===== src/rtl/score_record_bank_pkg.sv =====
// ============================================================================
// Module      : score_record_bank_pkg
// Description : Shared constants, FSM encodings and index helper for the
//               learning-mode score record bank.
// Revision    : 1.0 - initial release
// ============================================================================
`default_nettype none

package score_record_bank_pkg;

    localparam int c_SCORE_W    = 32;
    localparam int c_NUM_USERS  = 4;
    localparam int c_NUM_SONGS  = 4;
    localparam int c_NUM_REC    = c_NUM_USERS * c_NUM_SONGS;
    localparam int c_REC_IDX_W  = 4;
    localparam int c_ACC_W      = c_SCORE_W + 2;
    localparam int c_DIV_ITER   = c_ACC_W;

    localparam logic [2:0] c_ST_IDLE = 3'd0;
    localparam logic [2:0] c_ST_SUM0 = 3'd1;
    localparam logic [2:0] c_ST_SUM1 = 3'd2;
    localparam logic [2:0] c_ST_SUM2 = 3'd3;
    localparam logic [2:0] c_ST_DIV  = 3'd4;
    localparam logic [2:0] c_ST_DONE = 3'd5;

    typedef logic [c_REC_IDX_W-1:0] rec_idx_t;

    function automatic rec_idx_t rec_idx(input logic [1:0] user, input logic [1:0] song);
        return {user, song};
    endfunction

endpackage

`default_nettype wire


===== src/rtl/score_record_bank_if.sv =====
// ============================================================================
// Module      : score_record_bank_if
// Description : Write / read / average request bundle between the learning
//               engine side (master) and the score record bank (slave).
// Revision    : 1.0 - initial release
// ============================================================================
`default_nettype none

interface score_record_bank_if #(
    parameter int SCORE_W = 32
);
    logic               wr_en;
    logic [1:0]         wr_user;
    logic [1:0]         wr_song;
    logic [SCORE_W-1:0] wr_score;
    logic               wr_ack;
    logic [1:0]         rd_user;
    logic [1:0]         rd_song;
    logic [SCORE_W-1:0] rd_score;
    logic               avg_req;
    logic [SCORE_W-1:0] avg_score;
    logic               avg_valid;
    logic               busy;

    modport master (
        output wr_en, wr_user, wr_song, wr_score, rd_user, rd_song, avg_req,
        input  wr_ack, rd_score, avg_score, avg_valid, busy
    );

    modport slave (
        input  wr_en, wr_user, wr_song, wr_score, rd_user, rd_song, avg_req,
        output wr_ack, rd_score, avg_score, avg_valid, busy
    );
endinterface

`default_nettype wire


===== src/rtl/score_record_bank_div3_seq.sv =====
// ============================================================================
// Module      : score_record_bank_div3_seq
// Description : Sequential restoring divide-by-3, one quotient bit per cycle,
//               MSB first. done is high during the final iteration cycle.
// Revision    : 1.0 - initial release
// ============================================================================
`default_nettype none

module score_record_bank_div3_seq
    import score_record_bank_pkg::*;
#(
    parameter int WIDTH = c_DIV_ITER
) (
    input  wire logic             clk,
    input  wire logic             rst_n,
    input  wire logic             start,
    input  wire logic [WIDTH-1:0] dividend,
    output logic      [WIDTH-1:0] quotient,
    output logic                  done
);
    localparam int c_CNT_W = $clog2(WIDTH + 1);

    logic [WIDTH-1:0]   r_shift;
    logic [1:0]         r_rem;
    logic [c_CNT_W-1:0] r_cnt;
    logic               r_run;

    logic               w_active;
    logic [c_CNT_W-1:0] w_cnt;
    logic [WIDTH-1:0]   w_src;
    logic [1:0]         w_rem;
    logic [2:0]         w_trial;
    logic               w_ge;
    logic [2:0]         w_trial_sub;
    logic [1:0]         w_rem_next;

    // start cycle performs iteration 0 directly on the dividend port
    assign w_active    = start | r_run;
    assign w_cnt       = start ? '0 : r_cnt;
    assign w_src       = start ? dividend : r_shift;
    assign w_rem       = start ? 2'd0 : r_rem;
    assign w_trial     = {w_rem, w_src[WIDTH-1]};
    assign w_ge        = (w_trial >= 3'd3);
    assign w_trial_sub = w_trial - 3'd3;
    assign w_rem_next  = w_ge ? w_trial_sub[1:0] : w_trial[1:0];
    assign done        = w_active && (w_cnt == c_CNT_W'(WIDTH - 1));
    assign quotient    = r_shift;

    always_ff @(posedge clk or negedge rst_n) begin
        if (!rst_n) begin
            r_shift <= '0;
            r_rem   <= 2'd0;
            r_cnt   <= '0;
            r_run   <= 1'b0;
        end else if (w_active) begin
            r_shift <= {w_src[WIDTH-2:0], w_ge};
            r_rem   <= w_rem_next;
            r_cnt   <= w_cnt + 1'b1;
            r_run   <= !done;
        end
    end

endmodule

`default_nettype wire


===== src/rtl/score_record_bank.sv =====
// ============================================================================
// Module      : score_record_bank
// Description : Per-user/per-song score store with edge-triggered writes,
//               registered write-first read-back and a sequential average.
// Revision    : 1.0 - initial release
// ============================================================================
`default_nettype none

module score_record_bank
    import score_record_bank_pkg::*;
#(
    parameter int SCORE_W = c_SCORE_W
) (
    input  wire logic          clk,
    input  wire logic          rst_n,
    score_record_bank_if.slave bus
);
    localparam int c_LOC_ACC_W = SCORE_W + 2;

    logic [SCORE_W-1:0]     r_rec [c_NUM_REC];
    logic                   r_wr_en_q;
    logic                   r_wr_ack;
    logic [SCORE_W-1:0]     r_rd_score;
    logic [2:0]             r_state;
    logic [1:0]             r_user;
    logic [c_LOC_ACC_W-1:0] r_acc;
    logic                   r_dirty;
    logic                   r_div_start;
    logic [SCORE_W-1:0]     r_avg;

    logic                   w_wr_fire;
    rec_idx_t               w_wr_idx;
    rec_idx_t               w_rd_idx;
    logic [1:0]             w_sum_song;
    logic [SCORE_W-1:0]     w_sum_val;
    logic                   w_dirty_hit;
    logic                   w_div_done;
    logic [c_LOC_ACC_W-1:0] w_quo;
    logic                   w_avg_valid;
    logic                   w_unused_quo_msb;

    assign w_wr_fire = bus.wr_en & ~r_wr_en_q;
    assign w_wr_idx  = rec_idx(bus.wr_user, bus.wr_song);
    assign w_rd_idx  = rec_idx(bus.rd_user, bus.rd_song);

    // slot 3 never contributes to the average, so writes to it cannot stale it
    assign w_dirty_hit = w_wr_fire && (r_state != c_ST_IDLE) && (bus.wr_user == r_user)
                         && (bus.wr_song != 2'(c_NUM_SONGS - 1));

    always_comb begin
        w_sum_song = 2'd0;
        case (r_state)
            c_ST_SUM1: w_sum_song = 2'd1;
            c_ST_SUM2: w_sum_song = 2'd2;
            default:   w_sum_song = 2'd0;
        endcase
    end

    assign w_sum_val = r_rec[rec_idx(r_user, w_sum_song)];

    always_ff @(posedge clk or negedge rst_n) begin
        if (!rst_n) begin
            for (int i = 0; i < c_NUM_REC; i++) r_rec[i] <= '0;
        end else if (w_wr_fire) begin
            r_rec[w_wr_idx] <= bus.wr_score;
        end
    end

    // wr_en_q comes out of reset high so a level already asserted is not an edge
    always_ff @(posedge clk or negedge rst_n) begin
        if (!rst_n) begin
            r_wr_en_q  <= 1'b1;
            r_wr_ack   <= 1'b0;
            r_rd_score <= '0;
        end else begin
            r_wr_en_q  <= bus.wr_en;
            r_wr_ack   <= w_wr_fire;
            r_rd_score <= (w_wr_fire && (w_wr_idx == w_rd_idx)) ? bus.wr_score
                                                                 : r_rec[w_rd_idx];
        end
    end

    always_ff @(posedge clk or negedge rst_n) begin
        if (!rst_n) begin
            r_state     <= c_ST_IDLE;
            r_user      <= 2'd0;
            r_acc       <= '0;
            r_dirty     <= 1'b0;
            r_div_start <= 1'b0;
            r_avg       <= '0;
        end else begin
            r_div_start <= 1'b0;
            if (w_dirty_hit) r_dirty <= 1'b1;
            case (r_state)
                c_ST_IDLE: begin
                    if (bus.avg_req) begin
                        r_user  <= bus.rd_user;
                        r_acc   <= '0;
                        r_dirty <= 1'b0;
                        r_state <= c_ST_SUM0;
                    end
                end
                c_ST_SUM0: begin
                    r_acc   <= r_acc + c_LOC_ACC_W'(w_sum_val);
                    r_state <= c_ST_SUM1;
                end
                c_ST_SUM1: begin
                    r_acc   <= r_acc + c_LOC_ACC_W'(w_sum_val);
                    r_state <= c_ST_SUM2;
                end
                c_ST_SUM2: begin
                    r_acc       <= r_acc + c_LOC_ACC_W'(w_sum_val);
                    r_div_start <= 1'b1;
                    r_state     <= c_ST_DIV;
                end
                c_ST_DIV: begin
                    if (w_div_done) r_state <= c_ST_DONE;
                end
                c_ST_DONE: begin
                    if (r_dirty) begin
                        r_dirty <= 1'b0;
                        r_acc   <= '0;
                        r_state <= c_ST_SUM0;
                    end else begin
                        r_avg   <= w_quo[SCORE_W-1:0];
                        r_state <= c_ST_IDLE;
                    end
                end
                default: r_state <= c_ST_IDLE;
            endcase
        end
    end

    score_record_bank_div3_seq #(
        .WIDTH (c_LOC_ACC_W)
    ) u_div3 (
        .clk      (clk),
        .rst_n    (rst_n),
        .start    (r_div_start),
        .dividend (r_acc),
        .quotient (w_quo),
        .done     (w_div_done)
    );

    // quotient MSBs are provably zero since acc <= 3*(2^SCORE_W - 1)
    assign w_unused_quo_msb = |w_quo[c_LOC_ACC_W-1:SCORE_W];

    assign w_avg_valid   = (r_state == c_ST_DONE) && !r_dirty;
    assign bus.avg_valid = w_avg_valid;
    assign bus.avg_score = w_avg_valid ? w_quo[SCORE_W-1:0] : r_avg;
    assign bus.busy      = (r_state != c_ST_IDLE);
    assign bus.wr_ack    = r_wr_ack;
    assign bus.rd_score  = r_rd_score;

endmodule

`default_nettype wire


===== src/flat_wrapper.sv =====
// flat-port wrapper written by rule: the top's interface ports become plain ports
module score_record_bank_flat import score_record_bank_pkg::*;
#(
    parameter int SCORE_W = c_SCORE_W
)
  (clk, rst_n, bus_wr_en, bus_wr_user, bus_wr_song, bus_wr_score, bus_rd_user, bus_rd_song, bus_avg_req, bus_wr_ack, bus_rd_score, bus_avg_score, bus_avg_valid, bus_busy);
  score_record_bank_if #(.SCORE_W(SCORE_W)) bus_i ();
  input  wire logic clk;
  input  wire logic rst_n;
  input wire logic [$bits(bus_i.wr_en)-1:0] bus_wr_en;
  input wire logic [$bits(bus_i.wr_user)-1:0] bus_wr_user;
  input wire logic [$bits(bus_i.wr_song)-1:0] bus_wr_song;
  input wire logic [$bits(bus_i.wr_score)-1:0] bus_wr_score;
  input wire logic [$bits(bus_i.rd_user)-1:0] bus_rd_user;
  input wire logic [$bits(bus_i.rd_song)-1:0] bus_rd_song;
  input wire logic [$bits(bus_i.avg_req)-1:0] bus_avg_req;
  output wire logic [$bits(bus_i.wr_ack)-1:0] bus_wr_ack;
  output wire logic [$bits(bus_i.rd_score)-1:0] bus_rd_score;
  output wire logic [$bits(bus_i.avg_score)-1:0] bus_avg_score;
  output wire logic [$bits(bus_i.avg_valid)-1:0] bus_avg_valid;
  output wire logic [$bits(bus_i.busy)-1:0] bus_busy;
  assign bus_i.wr_en = bus_wr_en;
  assign bus_i.wr_user = bus_wr_user;
  assign bus_i.wr_song = bus_wr_song;
  assign bus_i.wr_score = bus_wr_score;
  assign bus_i.rd_user = bus_rd_user;
  assign bus_i.rd_song = bus_rd_song;
  assign bus_i.avg_req = bus_avg_req;
  assign bus_wr_ack = bus_i.wr_ack;
  assign bus_rd_score = bus_i.rd_score;
  assign bus_avg_score = bus_i.avg_score;
  assign bus_avg_valid = bus_i.avg_valid;
  assign bus_busy = bus_i.busy;
  score_record_bank #(.SCORE_W(SCORE_W)) u_core (.clk(clk), .rst_n(rst_n), .bus(bus_i));
endmodule

===== config.mk =====
export PLATFORM = sky130hd
export DESIGN_NAME = score_record_bank_flat
export DESIGN_NICKNAME = d
export VERILOG_FILES = /design/src/rtl/score_record_bank_pkg.sv /design/src/rtl/score_record_bank_if.sv /design/src/rtl/score_record_bank_div3_seq.sv /design/src/rtl/score_record_bank.sv /design/src/flat_wrapper.sv
export SDC_FILE = /design/constraint.sdc
export NUM_CORES = 1
export LEC_CHECK = 0
export ABC_CLOCK_PERIOD_IN_PS = 10600
export CORE_MARGIN = 5
export CORE_UTILIZATION = 40
export DETAILED_ROUTE_END_ITERATION = 8
export PLACE_DENSITY = 0.64
export RECOVER_POWER = 25
export SLEW_MARGIN = 20
export SYNTH_ARGS = -nofsm -noshare
export SYNTH_HDL_FRONTEND = slang
export SYNTH_SLANG_ARGS = --single-unit
export TNS_END_PERCENT = 30

===== constraint.sdc =====
create_clock -name clk -period 10.6 [get_ports clk]
set_input_delay 2.12 -clock clk [delete_from_list [all_inputs] [get_ports clk]]
set_output_delay 2.12 -clock clk [all_outputs]
set_load 0.02 [all_outputs]

==> results of run 1 <==
-- per-stage QoR --
stage / hold WS (ns) / util / setup WS [ns] / power [W] / instances
detailed placement: 0.471 / 0.426 / 5.44 / 0.00751 / 3639
finish: 0.480 / 0.455 / 3.04 / 0.0101 / 3774
floorplan: 0.449 / - / 6.58 / 0.00630 / 2558
CTS: 0.483 / 0.455 / 5.10 / 0.0102 / 3771
global placement: 0.461 / 0.426 / 5.45 / 0.00737 / 3639
global route: 0.504 / 0.455 / 2.55 / 0.0107 / 3771
-- per-layer routing --
layer	global-route usage	part of all wire
met4	0.0601	0.029
met2	0.347	0.50
met5	0	0.00029
met1	0.264	0.42
met3	0.0328	0.052
-- report_power, final --
part	switching [W]	total, W	internal, W	leakage, nW
Sequential	0.000524	0.00368	0.00315	8.44
Combinational	0.00203	0.00381	0.00178	7.31
Clock	0.00105	0.00265	0.00159	1.24
-- path summary, 6_finish.rpt --
kind / to / cells past startpoint
setup / recovery: bus_avg_score[8] / 5
setup reg to reg: u_core.r_acc[30] / 13
min in group asynchronous: u_core.r_avg[29] / 1
hold reg to reg: u_core.r_rec[262] / 1
hold / removal: u_core.r_rec[262] / 1
max in group asynchronous: u_core.r_rec[259] / 2
-- worst reg2reg max path, delay by kind of cell (launching register included) --
| kind | cells | cell delay [ns] |
|---|---|---|
| compound gates | 8 | 1.80 |
| mux | 2 | 0.88 |
| flops | 1 | 1.93 |
| buf+inv | 1 | 0.76 |
| fa+ha+maj | 2 | 0.69 |
-- layout by cell type (no fill, tap or decap), drive strengths merged, types with 14 or more instances in the layout --
cell | synthesis | final
mux2i | 163 | 163
nand2 | 225 | 225
o21ai | 207 | 207
xor2 | 18 | 18
dfrtp | 661 | 661
mux2 | 580 | 580
nor2 | 40 | 40
nor3 | 14 | 14
mux4 | 192 | 192
xnor2 | 17 | 17
buf | 96 | 33
a21oi | 35 | 35
inv | 13 | 15
clkdlybuf4s50 | 0 | 104
clkbuf | 111 | 118
nand3 | 17 | 17
nand4 | 15 | 15
ha | 35 | 35
-- cell type report --
type,count,area (um2),area share
repair buffers,146,1380,0.0356
multi-input cells,1674,16800,0.434
well taps,1144,1430,0.0369
clock inverters,22,340,0.00878
flip-flops and latches,662,16600,0.427
inverters,13,48.8,0.00126
diodes,3,7.51,0.000194
clock buffers,110,2180,0.0561
-- sequential cells by signal, indices dropped and copies added, names as in the netlist --
signal                  flops
u_core.r_state              3
u_core.u_div3.quotient     34
u_core.u_div3.r_rem         2
u_core.r_user               2
u_core.r_rec              512
u_core.bus.rd_score        32
u_core.r_avg               32
u_core.bus.wr_ack           1
u_core.r_wr_en_q            1
u_core.r_dirty              1
u_core.u_div3.r_run         1
u_core.r_acc               34
u_core.r_div_start          1
u_core.u_div3.r_cnt         6
-- logic make-up after synthesis --
| group | after synthesis | share of synthesized area |
|---|---|---|
| AO/OA/AOI/OAI | 311 | 0.0527 |
| XOR/XNOR | 35 | 0.00891 |
| adder cells (fa/ha/maj) | 36 | 0.0133 |
| buffers and inverters | 222 | 0.0314 |
| flip-flops | 662 | 0.482 |
| multiplexers | 935 | 0.367 |
| AND/OR/NAND/NOR | 357 | 0.0451 |
==> flow_summary.yaml, run 1 <==
run_status:
  status: "finished, violations left"
  violations: "capacitance limit, slew limit"
yosys:
  synth_area_um2: 34400
  yosys_most_used_dff: "dfrtp_1"
  netlist_instances: 2558
  syn_area_per_cell_um2: 13.4
  yosysWarnings: 0
  synth_top_area_share: 0.481
  synth_edf_count: 0
  synth_area_leader_cell: "dfrtp_1"
  synth_area_leaders: "dfrtp_1, mux2_2, mux4_2, mux2i_1, o21ai_0"
  yosysMostFrequentCell: "dfrtp_1"
  ys_top_cells_by_count: "dfrtp_1, mux2_2, nand2_1"
  ys_seq_area_frac: 0.482
  synth-seq-cells: 662
  ys_types: 72
  synth_fp_nets: 2638
  async_flop_share: 1.00
final_layout:
  fillers: 7548
  syn2layout_area_growth_pct: 12.7
  fin_area_um2: 38800
  drive_gt1_frac: 0.341
  nets: 2650
global_route:
  grt_pass1_vias: 23065
  grt_first_pass_wirelength_um: 143000
  gr-total-overflow: 0
  antenna_found_initial: 7
  grt_usage: 0.201
  grt_max_degree: 222
floorplan:
  core_area_um2: 85300
  dieArea_um2: 92000
  initial_utilization: 0.403
  die_width_um: 303
  boundaryPins: 111
  die-height_um: 303
  rows: 107
clock_network:
  ctsResizeCount: 0
  cts.clk_slew.worst_paths_ns: 0.06
  postCtsHoldBufs: 0
  cts_root_buffer: "clkbuf_16"
  cts_made_buffers: 73
  clock_latency_ns: 0.62
  cts.sinks: 662
  cts_tree: "built"
  htree_levels: 3
  cts_buffer_depth: 3
  cts_setup_buffers: 0
setup_path:
  worstPathMaxFanout: 39
  cp.required_ns: 8.48
  start_kind: "register"
  rr_startpoint: "u_core.r_state[0]"
  critPathTopFamily: "buffers and inverters"
  critPathBufInv: 3
  worstSetupPathType: "register to output pin"
  path_cells: "inv_1, nor3_1, clkbuf_1, mux2_2, clkdlybuf4s50_1"
  crit_arrival_ns: 5.44
  slowest_delay_ns: 1.93
  crit_start: "u_core.r_state[0]"
  r2r_setup_slack_ns: 4.42
  cp-end-kind: "output pin"
  cp_slowest_cell: "dfrtp_1"
placement:
  portBuffers: 110
  place.gp.congestion: 0.852
  dp_hpwl_um: 53300
  placed_area_um2: 36300
sta:
  finalHoldViolations: 0
  final.period_utilization: 0.713
  finalMaxSlewViolations: 543
  fmax_mhz: 132
  rsz0062_at_grt: "false"
  fin_crit_ns: 7.56
  finalSetupTns_ns: 0
  worst_pin_slew_ns: 4.87
  slew_headroom: -2.25
  setup_viol: 0
  fin_worst_skew_ns: 0.0400
drt:
  drt_iter0_drc: 1380
  via_count: 21726
  finalWirelength_um: 92500
  route.detailed.drc: 0
  viasPerCell: 5.76
  ant_nets: 0
  drtPass1Iterations: 7
  routedWlPerCell_um: 24.5
hold_path:
  hold_class: "register to register"
  hold_start: "u_core.r_rec[262]"
pwr:
  p_leak_nw: 17.0
  powerDensity_nw_per_um2: 261
  peakVddDrop_mv: 0.194
flow_run:
  drv_cap: 7
(Power assumes the default switching activity.)
==> run 2, diff against run 1 <==
--- a/config.mk
+++ b/config.mk
@@ -5,11 +5,11 @@
 export SDC_FILE = /design/constraint.sdc
 export NUM_CORES = 1
 export LEC_CHECK = 0
-export ABC_CLOCK_PERIOD_IN_PS = 10600
+export ABC_CLOCK_PERIOD_IN_PS = 6500
 export CORE_MARGIN = 5
 export CORE_UTILIZATION = 40
 export DETAILED_ROUTE_END_ITERATION = 8
-export PLACE_DENSITY = 0.64
+export PLACE_DENSITY = 0.66
 export RECOVER_POWER = 25
 export SLEW_MARGIN = 20
 export SYNTH_ARGS = -nofsm -noshare
==> constraint.sdc (replaced) <==
create_clock -name clk -period 6.5 [get_ports clk]
set_input_delay 1.3 -clock clk [delete_from_list [all_inputs] [get_ports clk]]
set_output_delay 1.3 -clock clk [all_outputs]
set_load 0.02 [all_outputs]
==> run 2 against run 1 <==
Die area unchanged; combinational power grew 65%; critical path type is now register to register; hold slack better by 0.0055 ns; the flow still finishes with violations (capacitance limit, slew limit); highest routed layer unchanged; sequential power up 63%; global-route usage up 0.17 points; register-to-register slack worse by 2.6 ns; cell area hardly changed; setup slack lost 1.2 ns; wire length is 1.3% higher; clock skew down 0.014 ns.
==> flow_summary.yaml, run 2 (synthesis results as in run 1) <==
setup_path:
  start_kind: "register"
  crit_arrival_ns: 5.21
  cp-end-kind: "register"
  cp.required_ns: 7.01
  worstPathMaxFanout: 86
  worstSetupPathType: "register to register"
clock_network:
  postCtsHoldBufs: 0
  clock_latency_ns: 0.63
  cts_buffer_depth: 3
  cts.sinks: 662
  ctsResizeCount: 0
  cts_made_buffers: 75
  cts_setup_buffers: 0
  cts_root_buffer: "clkbuf_16"
  htree_levels: 3
  cts_tree: "built"
  cts.clk_slew.worst_paths_ns: 0.06
sta:
  finalSetupTns_ns: 0
  slew_headroom: -1.10
  final.period_utilization: 0.723
  fin_crit_ns: 4.70
  setup_viol: 0
  fmax_mhz: 213
  rsz0062_at_grt: "false"
  worst_pin_slew_ns: 3.14
  finalWorstSetupSlack_ns: 1.80
  finalHoldViolations: 0
  fin_worst_skew_ns: 0.0260
  finalMaxSlewViolations: 347
drt:
  routedWlPerCell_um: 24.8
  route.detailed.drc: 0
  viasPerCell: 5.76
  via_count: 21782
  finalWirelength_um: 93700
  drt_iter0_drc: 1457
  drtPass1Iterations: 7
  ant_nets: 0
pwr:
  p_leak_nw: 17.0
  powerDensity_nw_per_um2: 424
  peakVddDrop_mv: 0.208
global_route:
  antenna_found_initial: 5
  grt_usage: 0.203
  grt_first_pass_wirelength_um: 143000
  grt_max_degree: 184
  gr-total-overflow: 0
  grt_pass1_vias: 22960
floorplan:
  dieArea_um2: 92000
  core_area_um2: 85300
  die-height_um: 303
  die_width_um: 303
  initial_utilization: 0.403
  boundaryPins: 111
  rows: 107
final_layout:
  largest_reg_flops: 512
  final_cell_mix: "dfrtp_1, mux2_2, nand2_1, o21ai_0, mux4_2"
  nets: 2660
  syn2layout_area_growth_pct: 12.7
  drive_gt1_frac: 0.352
  layout_commonest_cell: "dfrtp_1"
  largest-register: "u_core.r_rec"
  fillers: 7545
hold_path:
  hold_class: "register to register"
run_status:
  violations: "capacitance limit, slew limit"
  status: "finished, violations left"
placement:
  portBuffers: 110
  dp_hpwl_um: 56300
  pre_cts_slack_ns: 1.85
  place.gp.congestion: 0.867
flow_run:
  drv_cap: 4
run 2: cell count changes in the layout (fill, tap and decap cells not counted), sizes merged:
cell	delta
buf	+11
bufinv	-5
clkbuf	+2
clkdlybuf4s50	-1
clkinv	+1
clkinvlp	+1
dlygate4sd3	+1
run 2: area by class of cell:
cell class	count	area, um2	share of cell area
Clock inverter	19	189	0.00487
Antenna cell	3	7.51	0.000194
Tap cell	1144	1430	0.0369
Sequential cell	662	16600	0.428
Inverter	13	48.8	0.00126
Clock buffer	115	2200	0.0567
Timing Repair Buffer	154	1490	0.0383
Multi-Input combinational cell	1674	16800	0.434
run 2: through the flow:
stage | area, um2 | power (W) | util | hold WS (ns) | instances
floorplan | 34400 | 0.0103 | - | 0.449 | 2558
global placement | 36400 | 0.0121 | 0.427 | 0.461 | 3646
detailed placement | 36400 | 0.0123 | 0.427 | 0.471 | 3646
CTS | 38800 | 0.0165 | 0.455 | 0.485 | 3780
global route | 38800 | 0.0173 | 0.455 | 0.495 | 3782
finish | 38800 | 0.0164 | 0.455 | 0.486 | 3784
run 2: critical path, cell delays in order (launching register included):
cell and delay [ns]:
dfrtp_1 0.55, nand2b_4 0.67, buf_12 0.40, buf_4 0.35, o21ai_0 0.14, mux4_2 0.49
ha_1 0.41, a21o_1 0.20, a21o_1 0.16, a21oi_1 0.35, nor2_1 0.09, nor4_1 0.36
nand3b_1 0.12, a32o_1 0.26
run 2: where the power goes:
group          switching [W]  total, W  internal, W
combinational        0.00335   0.00628      0.00293
clock                0.00172   0.00414      0.00242
sequential          0.000856   0.00600      0.00514
total                0.00593    0.0164       0.0105
run 2: path summary, 6_finish.rpt:
kind	from	end	slack (ns)	cells after the start
min	u_core.r_rec[259]	u_core.r_rec[259]	0.49	1
max reg2reg	u_core.r_state[2]	u_core.r_acc[31]	1.80	13
max	u_core.r_state[2]	u_core.r_acc[31]	1.80	13
min in group asynchronous	rst_n	u_core.r_acc[25]	0.67	1
min reg2reg	u_core.r_rec[259]	u_core.r_rec[259]	0.49	1
max in group asynchronous	rst_n	u_core.r_rec[79]	2.28	2
run 2: metal layers:
metal	global-route usage	part of all wire	vias up
li1	-	-	9552
met1	0.272	0.43	11407
met2	0.329	0.48	626
met3	0.0455	0.064	193
met4	0.0707	0.032	4
met5	0	0.00030	-
